### src/rtl/router_pkg.sv
// Shared constants, soft-reset mode enum and one-hot helper for the router synchroniser.
package router_pkg;
  localparam int NUM_CH_DEF  = 3;
  localparam int ADDR_W_DEF  = 2;
  localparam int TIMEOUT_DEF = 30;
  localparam int MAX_CH      = 16;
  localparam int MAX_ADDR_W  = 4;

  typedef enum logic {SR_PULSE = 1'b0, SR_LEVEL = 1'b1} sr_mode_e;

  // Callers size-cast the result down to their own channel count.
  function automatic logic [MAX_CH-1:0] onehot(input logic [MAX_ADDR_W-1:0] addr, input logic en);
    logic [MAX_CH-1:0] v;
    v       = '0;
    v[addr] = en;
    return v;
  endfunction
endpackage

### src/rtl/router_sync_timer.sv
// Per-channel read-timeout timer: soft-resets a FIFO whose reader leaves valid data untouched.
module router_sync_timer
  import router_pkg::*;
#(
  parameter int       TIMEOUT = TIMEOUT_DEF,
  parameter int       TIMER_W = 5,
  parameter sr_mode_e SR_MODE = SR_PULSE
) (
  input  logic clk,
  input  logic reset,
  input  logic vld,
  input  logic rd,
  output logic soft_reset
);
  localparam logic [TIMER_W-1:0] LP_TC = TIMER_W'(TIMEOUT - 1);

  logic [TIMER_W-1:0] r_cnt;
  logic               r_sr;

  // Clearing at terminal count means the counter can never wrap.
  always_ff @(posedge clk or posedge reset) begin
    if (reset) begin
      r_cnt <= '0;
      r_sr  <= 1'b0;
    end else if (!vld || rd) begin
      r_cnt <= '0;
      r_sr  <= 1'b0;
    end else if (r_cnt == LP_TC) begin
      r_cnt <= '0;
      r_sr  <= 1'b1;
    end else begin
      r_cnt <= r_cnt + 1'b1;
      if (SR_MODE == SR_PULSE) r_sr <= 1'b0;
    end
  end

  assign soft_reset = r_sr;
endmodule

### src/rtl/router_sync_n.sv
// NUM_CH-way router synchroniser: header address latch, write-enable steering,
// full/valid flag muxing and per-channel read-timeout soft resets.
module router_sync_n
  import router_pkg::*;
#(
  parameter int NUM_CH  = NUM_CH_DEF,
  parameter int ADDR_W  = ADDR_W_DEF,
  parameter int TIMEOUT = TIMEOUT_DEF,
  parameter int TIMER_W = 5,
  parameter int SR_MODE = 0
) (
  input  logic              clk,
  input  logic              reset,
  input  logic [ADDR_W-1:0] data_in,
  input  logic              detect_add,
  input  logic              write_enb_reg,
  input  logic [NUM_CH-1:0] read_enb,
  input  logic [NUM_CH-1:0] full,
  input  logic [NUM_CH-1:0] empty,
  output logic [NUM_CH-1:0] write_enb,
  output logic              fifo_full,
  output logic [NUM_CH-1:0] vld_out,
  output logic [NUM_CH-1:0] soft_reset,
  output logic              addr_err
);
  localparam logic [ADDR_W:0] LP_NUM_CH = (ADDR_W + 1)'(NUM_CH);

  logic [ADDR_W-1:0] r_addr;
  logic              r_addr_vld;
  logic              r_addr_err;
  logic              w_addr_ok;
  logic [NUM_CH-1:0] w_sel;

  assign w_addr_ok = ({1'b0, data_in} < LP_NUM_CH);

  always_ff @(posedge clk or posedge reset) begin
    if (reset) begin
      r_addr     <= '0;
      r_addr_vld <= 1'b0;
      r_addr_err <= 1'b0;
    end else begin
      r_addr_err <= detect_add && !w_addr_ok;
      if (detect_add) begin
        r_addr_vld <= w_addr_ok;
        if (w_addr_ok) r_addr <= data_in;
      end
    end
  end

  // r_addr only ever holds an in-range channel, so the narrowing cast is lossless.
  assign w_sel     = NUM_CH'(onehot(MAX_ADDR_W'(r_addr), r_addr_vld));
  assign write_enb = w_sel & {NUM_CH{write_enb_reg}};
  assign fifo_full = |(w_sel & full);
  assign vld_out   = ~empty;
  assign addr_err  = r_addr_err;

  for (genvar g = 0; g < NUM_CH; g++) begin : g_tmr
    router_sync_timer #(
      .TIMEOUT (TIMEOUT),
      .TIMER_W (TIMER_W),
      .SR_MODE (sr_mode_e'(SR_MODE))
    ) u_tmr (
      .clk        (clk),
      .reset      (reset),
      .vld        (vld_out[g]),
      .rd         (read_enb[g]),
      .soft_reset (soft_reset[g])
    );
  end
endmodule

### config.mk
export PLATFORM = sky130hd
export DESIGN_NAME = router_sync_n
export DESIGN_NICKNAME = d
export VERILOG_FILES = /design/src/rtl/router_pkg.sv /design/src/rtl/router_sync_timer.sv /design/src/rtl/router_sync_n.sv
export SDC_FILE = /design/constraint.sdc
export NUM_CORES = 1
export LEC_CHECK = 0
export ABC_CLOCK_PERIOD_IN_PS = 900
export CAP_MARGIN = 10
export CORE_ASPECT_RATIO = 0.7
export CORE_UTILIZATION = 54
export DETAILED_ROUTE_END_ITERATION = 16
export DONT_BUFFER_PORTS = 1
export PLACE_DENSITY = 0.79
export SLEW_MARGIN = 20
export SYNTH_ARGS = -nofsm -noshare
export SYNTH_HDL_FRONTEND = slang
export SYNTH_SLANG_ARGS = --single-unit
export TNS_END_PERCENT = 100
### constraint.sdc
create_clock -name clk -period 0.9 [get_ports clk]
set_input_delay 0.135 -clock clk [delete_from_list [all_inputs] [get_ports clk]]
set_output_delay 0.135 -clock clk [all_outputs]
set_load 0.005 [all_outputs]
## After elaboration in Yosys (flattened, before gate mapping)

Cells that the tools add are included.

| word-level totals | value |
|---|---|
| input port bits | 15 |
| output and inout port bits | 11 |
| logic and storage cells | 47 |
| register bits | 22 |

| operators by class | value |
|---|---|
| mux-type cells | 14 |
| add/subtract/negate cells | 3 |
| bitwise logic cells | 4 |
| reduce and logical (&&, ||, !) cells | 11 |
| magnitude comparators | 3 |
| equality and inequality tests | 3 |

Operator list:

| operator | count |
|---|---|
| 5-bit 2-to-1 mux | 6 |
| 5-bit by 1-bit adder with 5-bit output, second input constant | 3 |
| 5-bit equality test, second input constant | 3 |
| 3-bit bitwise AND | 3 |
| 1-bit 2-to-1 mux | 7 |
| 2-bit by 5-bit less-than comparator with 1-bit output, second input constant | 1 |
| 1-bit logical NOT | 4 |
| 1-bit logical OR | 3 |
| 3-bit inverter | 1 |
| 3-bit OR reduction | 1 |
| 1-bit demux with 2-bit select | 1 |
| 2-bit by 1-bit greater-or-equal comparator with 1-bit output, second input constant | 1 |
| 1-bit logical AND | 2 |
| 2-bit less-than comparator, second input constant | 1 |
| 2-bit AND reduction | 1 |

## Longest topological paths before layout

| logic depth | value |
|---|---|
| depth after elaboration | 7 |
| gate-level depth with buffers | 5 |
| gate-level depth less buffers | 5 |

## Cells and area by module

A second synthesis with hierarchy kept.

| unflattened totals | value |
|---|---|
| cell total of the unflattened synthesis | 94 |
| area total of the unflattened synthesis | 985.9 um^2 |

Modules (own cells, without submodules):

| module | area each (um^2) | times used | sequential area each (um^2) | cells each |
|---|---|---|---|---|
| router_sync_timer | 259.0 | 3 | 150.1 | 23 |
| router_sync_n | 209.0 | 1 | 100.1 | 25 |

## Worst setup path after synthesis

No wires, ideal clock.

| timing | value |
|---|---|
| path kind | register to register |
| from | reg g_tmr[0].u_tmr.r_cnt[0] |
| to | reg g_tmr[0].u_tmr.r_cnt[4] |
| cell stages (with the launch flop) | 5 |
| buffers on the path | 0 |
| clock period less this slack | 1.000 ns |
| setup time | 0.121 ns |
| slack | -0.100 ns |
| data arrival time | 0.879 ns |
| data required time | 0.779 ns |
| cell sequence | dfrtp_1 -> ha_1 -> nand3_1 -> xor2_1 -> nor2_1 |

| between the ends | value |
|---|---|
| word-level cells in the longest chain between the ends | 3 |
| elaborated cells on any way between the ends | 4 |
| those cells by class | add/sub: 1; eq/ne: 1; mux: 2 |

RTL lines:

| item | RTL line | text |
|---|---|---|
| start: declaration | router_sync_timer.sv:17 | `logic [TIMER_W-1:0] r_cnt;` |
| start signal: assignment | router_sync_timer.sv:32 | `r_cnt <= r_cnt + 1'b1;` |
| 5-bit by 1-bit adder with 5-bit output or 5-bit equality test (tied branches) | router_sync_timer.sv:32, router_sync_timer.sv:28 |  |
| 5-bit 2-to-1 mux (*) | router_sync_timer.sv:28 | `end else if (r_cnt == LP_TC) begin` |
| 5-bit 2-to-1 mux (*) | router_sync_timer.sv:25 | `end else if (!vld \|\| rd) begin` |

Mark *: on every way between the ends. The rest lies on a longest branch, timed or not.
A chain may end at the register's enable or synchronous reset.

## Worst setup path after layout

| timing | value |
|---|---|
| from | reg r_addr[1] |
| to | out fifo_full |

| between the ends | value |
|---|---|
| word-level cells in the longest chain between the ends | 7 |
| elaborated cells on any way between the ends | 8 |
| those cells by class | order compare: 2; mux: 2; bitwise: 2; reduce/logical: 2 |

RTL lines:

| item | RTL line | text |
|---|---|---|
| start: declaration | router_sync_n.sv:28 | `logic [ADDR_W-1:0] r_addr;` |
| start signal: assignment | router_sync_n.sv:45 | `if (w_addr_ok) r_addr <= data_in;` |
| 2-bit by 5-bit less-than comparator with 1-bit output (implied by the code) or 2-bit by 1-bit greater-or-equal comparator with 1-bit output (tied branches) | router_pkg.sv:15 | `v[addr] = en;` |
| 1-bit logical AND (implied by the code) | router_pkg.sv:15 |  |
| 1-bit 2-to-1 mux (implied by the code) | router_pkg.sv:15 |  |
| 1-bit demux with 2-bit select (*) | router_pkg.sv:15 |  |
| 3-bit bitwise AND (no line) (*) | n/a |  |
| 3-bit bitwise AND (*) | router_sync_n.sv:53 | `assign fifo_full = \|(w_sel & full);` |
| 3-bit OR reduction (*) | router_sync_n.sv:53 |  |
| end: declaration | router_sync_n.sv:21 | `output logic fifo_full,` |

Marked as above.

==> impl_metrics.env <==
export IMPL_status="finished, violations left"
export IMPL_violations="negative setup slack"
export IMPL_grt_pass1_vias=751
export IMPL_detailed_place_hpwl_um=1221
export IMPL_drtIter0Drc=16
export IMPL_tightest_slew_ps=280.1
export IMPL_hold_start="detect_add"
export IMPL_syn_area_sq_mm=0.001012
export IMPL_yosysSeqAreaShare_pct=54.39
export IMPL_netSwitchingPower_uw=447.0
export IMPL_core_area_sq_mm=0.001667
export IMPL_fp_dieW_um=53.75
export IMPL_antenna_found_initial=0
export IMPL_synth_most_common_cell="nor2_1"
export IMPL_routedWlPerCell_um=17.49
export IMPL_fin_crit_ps=1298
export IMPL_yosys_warnings=0
export IMPL_numPortBuffers=0
export IMPL_path_max_fanout=5
export IMPL_cts_root_buf="clkbuf_4"
export IMPL_synthFlopType="dfrtp_1"
export IMPL_post_route_period_util_pct=144.3
export IMPL_ant_nets=0
export IMPL_end_kind="primary output"
export IMPL_vdd_drop_max_v=0.001686
export IMPL_arrival_ps=1160
export IMPL_crit_chain="nand3b_1 > o21ai_1 > and2_4"
export IMPL_drive_above_1_share_pct=34.75
export IMPL_clock_power_share_pct=30.2
export IMPL_routed_wl_um=2431
export IMPL_worstSetupStartpoint="r_addr[1]$_DFFE_PP0P_"
export IMPL_synth_largest_area_cell="dfrtp_1"
export IMPL_place_ws_ps=-146.1
export IMPL_drv_slew=0
export IMPL_area_delta_synth_final_pct=30.16
export IMPL_cts_sinks=22
export IMPL_viasPerCell=5.741
export IMPL_final_hold_viol_count=0
export IMPL_clockBufferDepth=2
export IMPL_seq_power_share_pct=57.3
export IMPL_clk_pin_slew_worst_paths_ps=120
export IMPL_startpoint_type="register"
export IMPL_cp_slowest_stage_delay_ps=450
export IMPL_n_antenna_cell=0
export IMPL_slowest_stage="dfrtp_2"
export IMPL_fin_util_pct=79.05
export IMPL_cap_violations=0
export IMPL_nets=140
export IMPL_ios=26
export IMPL_synthTopCellsByCount="24 x nor2_1, 22 x dfrtp_1, 7 x inv_1"
export IMPL_slew_headroom_pct=81.33
export IMPL_powerDensity_mw_per_mm2=1392
export IMPL_synth_edf_count=0
export IMPL_combPwrFrac_pct=12.5
export IMPL_synth_top_area_share_pct=54.39
export IMPL_fin_skew_ps=2.614
export IMPL_fill_cells=91
export IMPL_grt_use_total_pct=26.03
export IMPL_ys_ff_latch=22
export IMPL_htreeDepth=1
export IMPL_post_route_drc_count=0
export IMPL_cts_tree="done"
export IMPL_sw_frac_of_total_pct=24.38
export IMPL_place_congestion=0.8154
export IMPL_r2r_start="g_tmr[2].u_tmr.r_cnt[1]$_DFF_PP0_"
export IMPL_avgSynthCellArea_sq_um=10.12
export IMPL_grt_overflow_total=0
export IMPL_critical_path_required_ps=760
export IMPL_grt_first_pass_wirelength_um=3436
export IMPL_async_flop_share_pct=100.0
export IMPL_floorplan_die_height_um=38.23
export IMPL_start_util_pct=60.74
export IMPL_numCtsBuffers=3
export IMPL_rows=12
export IMPL_synth_nets=121
export IMPL_drt_pass1_iter_count=4
export IMPL_clk_latency_ps=310
export IMPL_dieArea_sq_mm=0.002054
export IMPL_worst_slack_ps=-398.3
export IMPL_rsz0062_at_grt="true"
export IMPL_synthCells=100
export IMPL_p_int_mw=1.387
export IMPL_fmax_ghz=0.7702
export IMPL_setup_violations=22
export IMPL_criticalPathCategory="register to primary output"
export IMPL_ys_types=18
export IMPL_holdCritPathClass="input port to register"
export IMPL_synthTopCellsByArea="dfrtp_1 54%, nor2_1 8.9%, ha_1 7.4%, xor2_1 5.2%, buf_4 4.4%"
export IMPL_leakagePower_nw=0.5839
export IMPL_route_vias_total=798
export IMPL_grt_max_degree=23
==> layer usage <==
layer	up-vias	part of all wire (%)	track usage, %
li1	347	-	-
met1	412	39	26.36
met2	32	54	45.06
met3	7	5.8	10.32
met4	0	1.4	15.79
met5	-	0	0
==> path summary, 6_finish.rpt <==
| path | endpoint | slack [ps] | depth (start not counted) |
|---|---|---|---|
| setup / recovery | fifo_full | -400 | 3 |
| min in group asynchronous | g_tmr[1].u_tmr.r_cnt[4]$_DFF_PP0_ | 300 | 3 |
| hold reg to reg | g_tmr[2].u_tmr.r_cnt[0]$_DFF_PP0_ | 590 | 2 |
| max in group asynchronous | r_addr[1]$_DFFE_PP0P_ | 370 | 3 |
| hold / removal | addr_err$_DFF_PP0_ | 30 | 1 |
| setup reg to reg | g_tmr[2].u_tmr.r_cnt[4]$_DFF_PP0_ | -300 | 5 |
==> cells by family after synthesis <==
kind of cell | after synthesis | share of synthesized area, %
and+or+nand+nor | 48 | 21.88
DFF | 22 | 54.39
buffers and inverters | 13 | 7.046
xor gates and xnor gates | 9 | 7.788
adders and majority gates | 6 | 7.416
AOI/OAI and AO/OA | 1 | 0.4940
muxes | 1 | 0.9889
==> what timing repair did <==
action | in CTS | in global routing
buffers inserted | 3 | 3
pin swaps | 6 | 7
resized for setup | 6 | 17
endpoints found under the setup margin | 22 | 22
hold endpoints to repair | 29 | 1
hold buffers | 10 | 1
==> sequential cells by signal, indices dropped and copies added, names as in the netlist <==
register and cells:
r_addr_vld 1, r_addr 2, g_tmr.u_tmr.soft_reset 3, addr_err 1, g_tmr.u_tmr.r_cnt 15
==> power by group through the flow <==
stage	clock network [mW]	logic (mW)	registers, mW
after global routing	0.628	0.253	1.05
after CTS	0.565	0.189	1.04
after detailed placement	0	0.127	1.06
final	0.554	0.230	1.05
after global placement	0	0.122	1.06
after floorplan	0	0.104	1.06
==> area by class of cell <==
cell class | count | area, sq um | share of cell area (%)
well taps | 21 | 26.28 | 1.994
multi-input cells | 65 | 495.5 | 37.61
flip-flops and latches | 22 | 551.8 | 41.88
clock buffers | 4 | 36.28 | 2.754
repair buffers | 20 | 181.4 | 13.77
inverters | 7 | 26.28 | 1.994
==> worst max-delay path: cells and delay by family, from the launching register on <==
family | cells | cell delay [ps]
AOI/OAI and AO/OA | 1 | 80
DFF | 1 | 450
and+or+nand+nor | 2 | 310
==> cell usage in the layout, fill, tap and decap left out <==
master,count
and2_4,1
and3_1,1
buf_4,8
buf_6,1
clkbuf_4,3
clkbuf_8,1
dfrtp_1,21
dfrtp_2,1
dlygate4sd3_1,11
ha_1,2
ha_2,4
inv_1,7
mux2i_1,1
nand2_2,4
nand3_1,3
nand3_2,3
nand3b_1,1
nand4_1,3
nor2_1,15
nor2_2,9
nor2b_1,2
nor3_1,1
nor3_2,2
nor3_4,1
nor3b_2,1
nor3b_4,1
o21ai_1,1
xnor2_1,3
xor2_1,5
xor2_2,1
==> stage by stage <==
step	setup TNS, ps	cell area [sq um]	std cells	hold slack [ps]	power [mW]
after global routing	-6581	1318	139	2.320	1.935
final	-5357	1318	139	27.05	1.834
after floorplan	-486.1	1037	100	124.2	1.164
after global placement	-1336	1041	118	78.47	1.186
after CTS	-3578	1222	135	5.659	1.799
after detailed placement	-2077	1041	118	78.33	1.192
No activity file was read; power rests on OpenSTA's default activity.
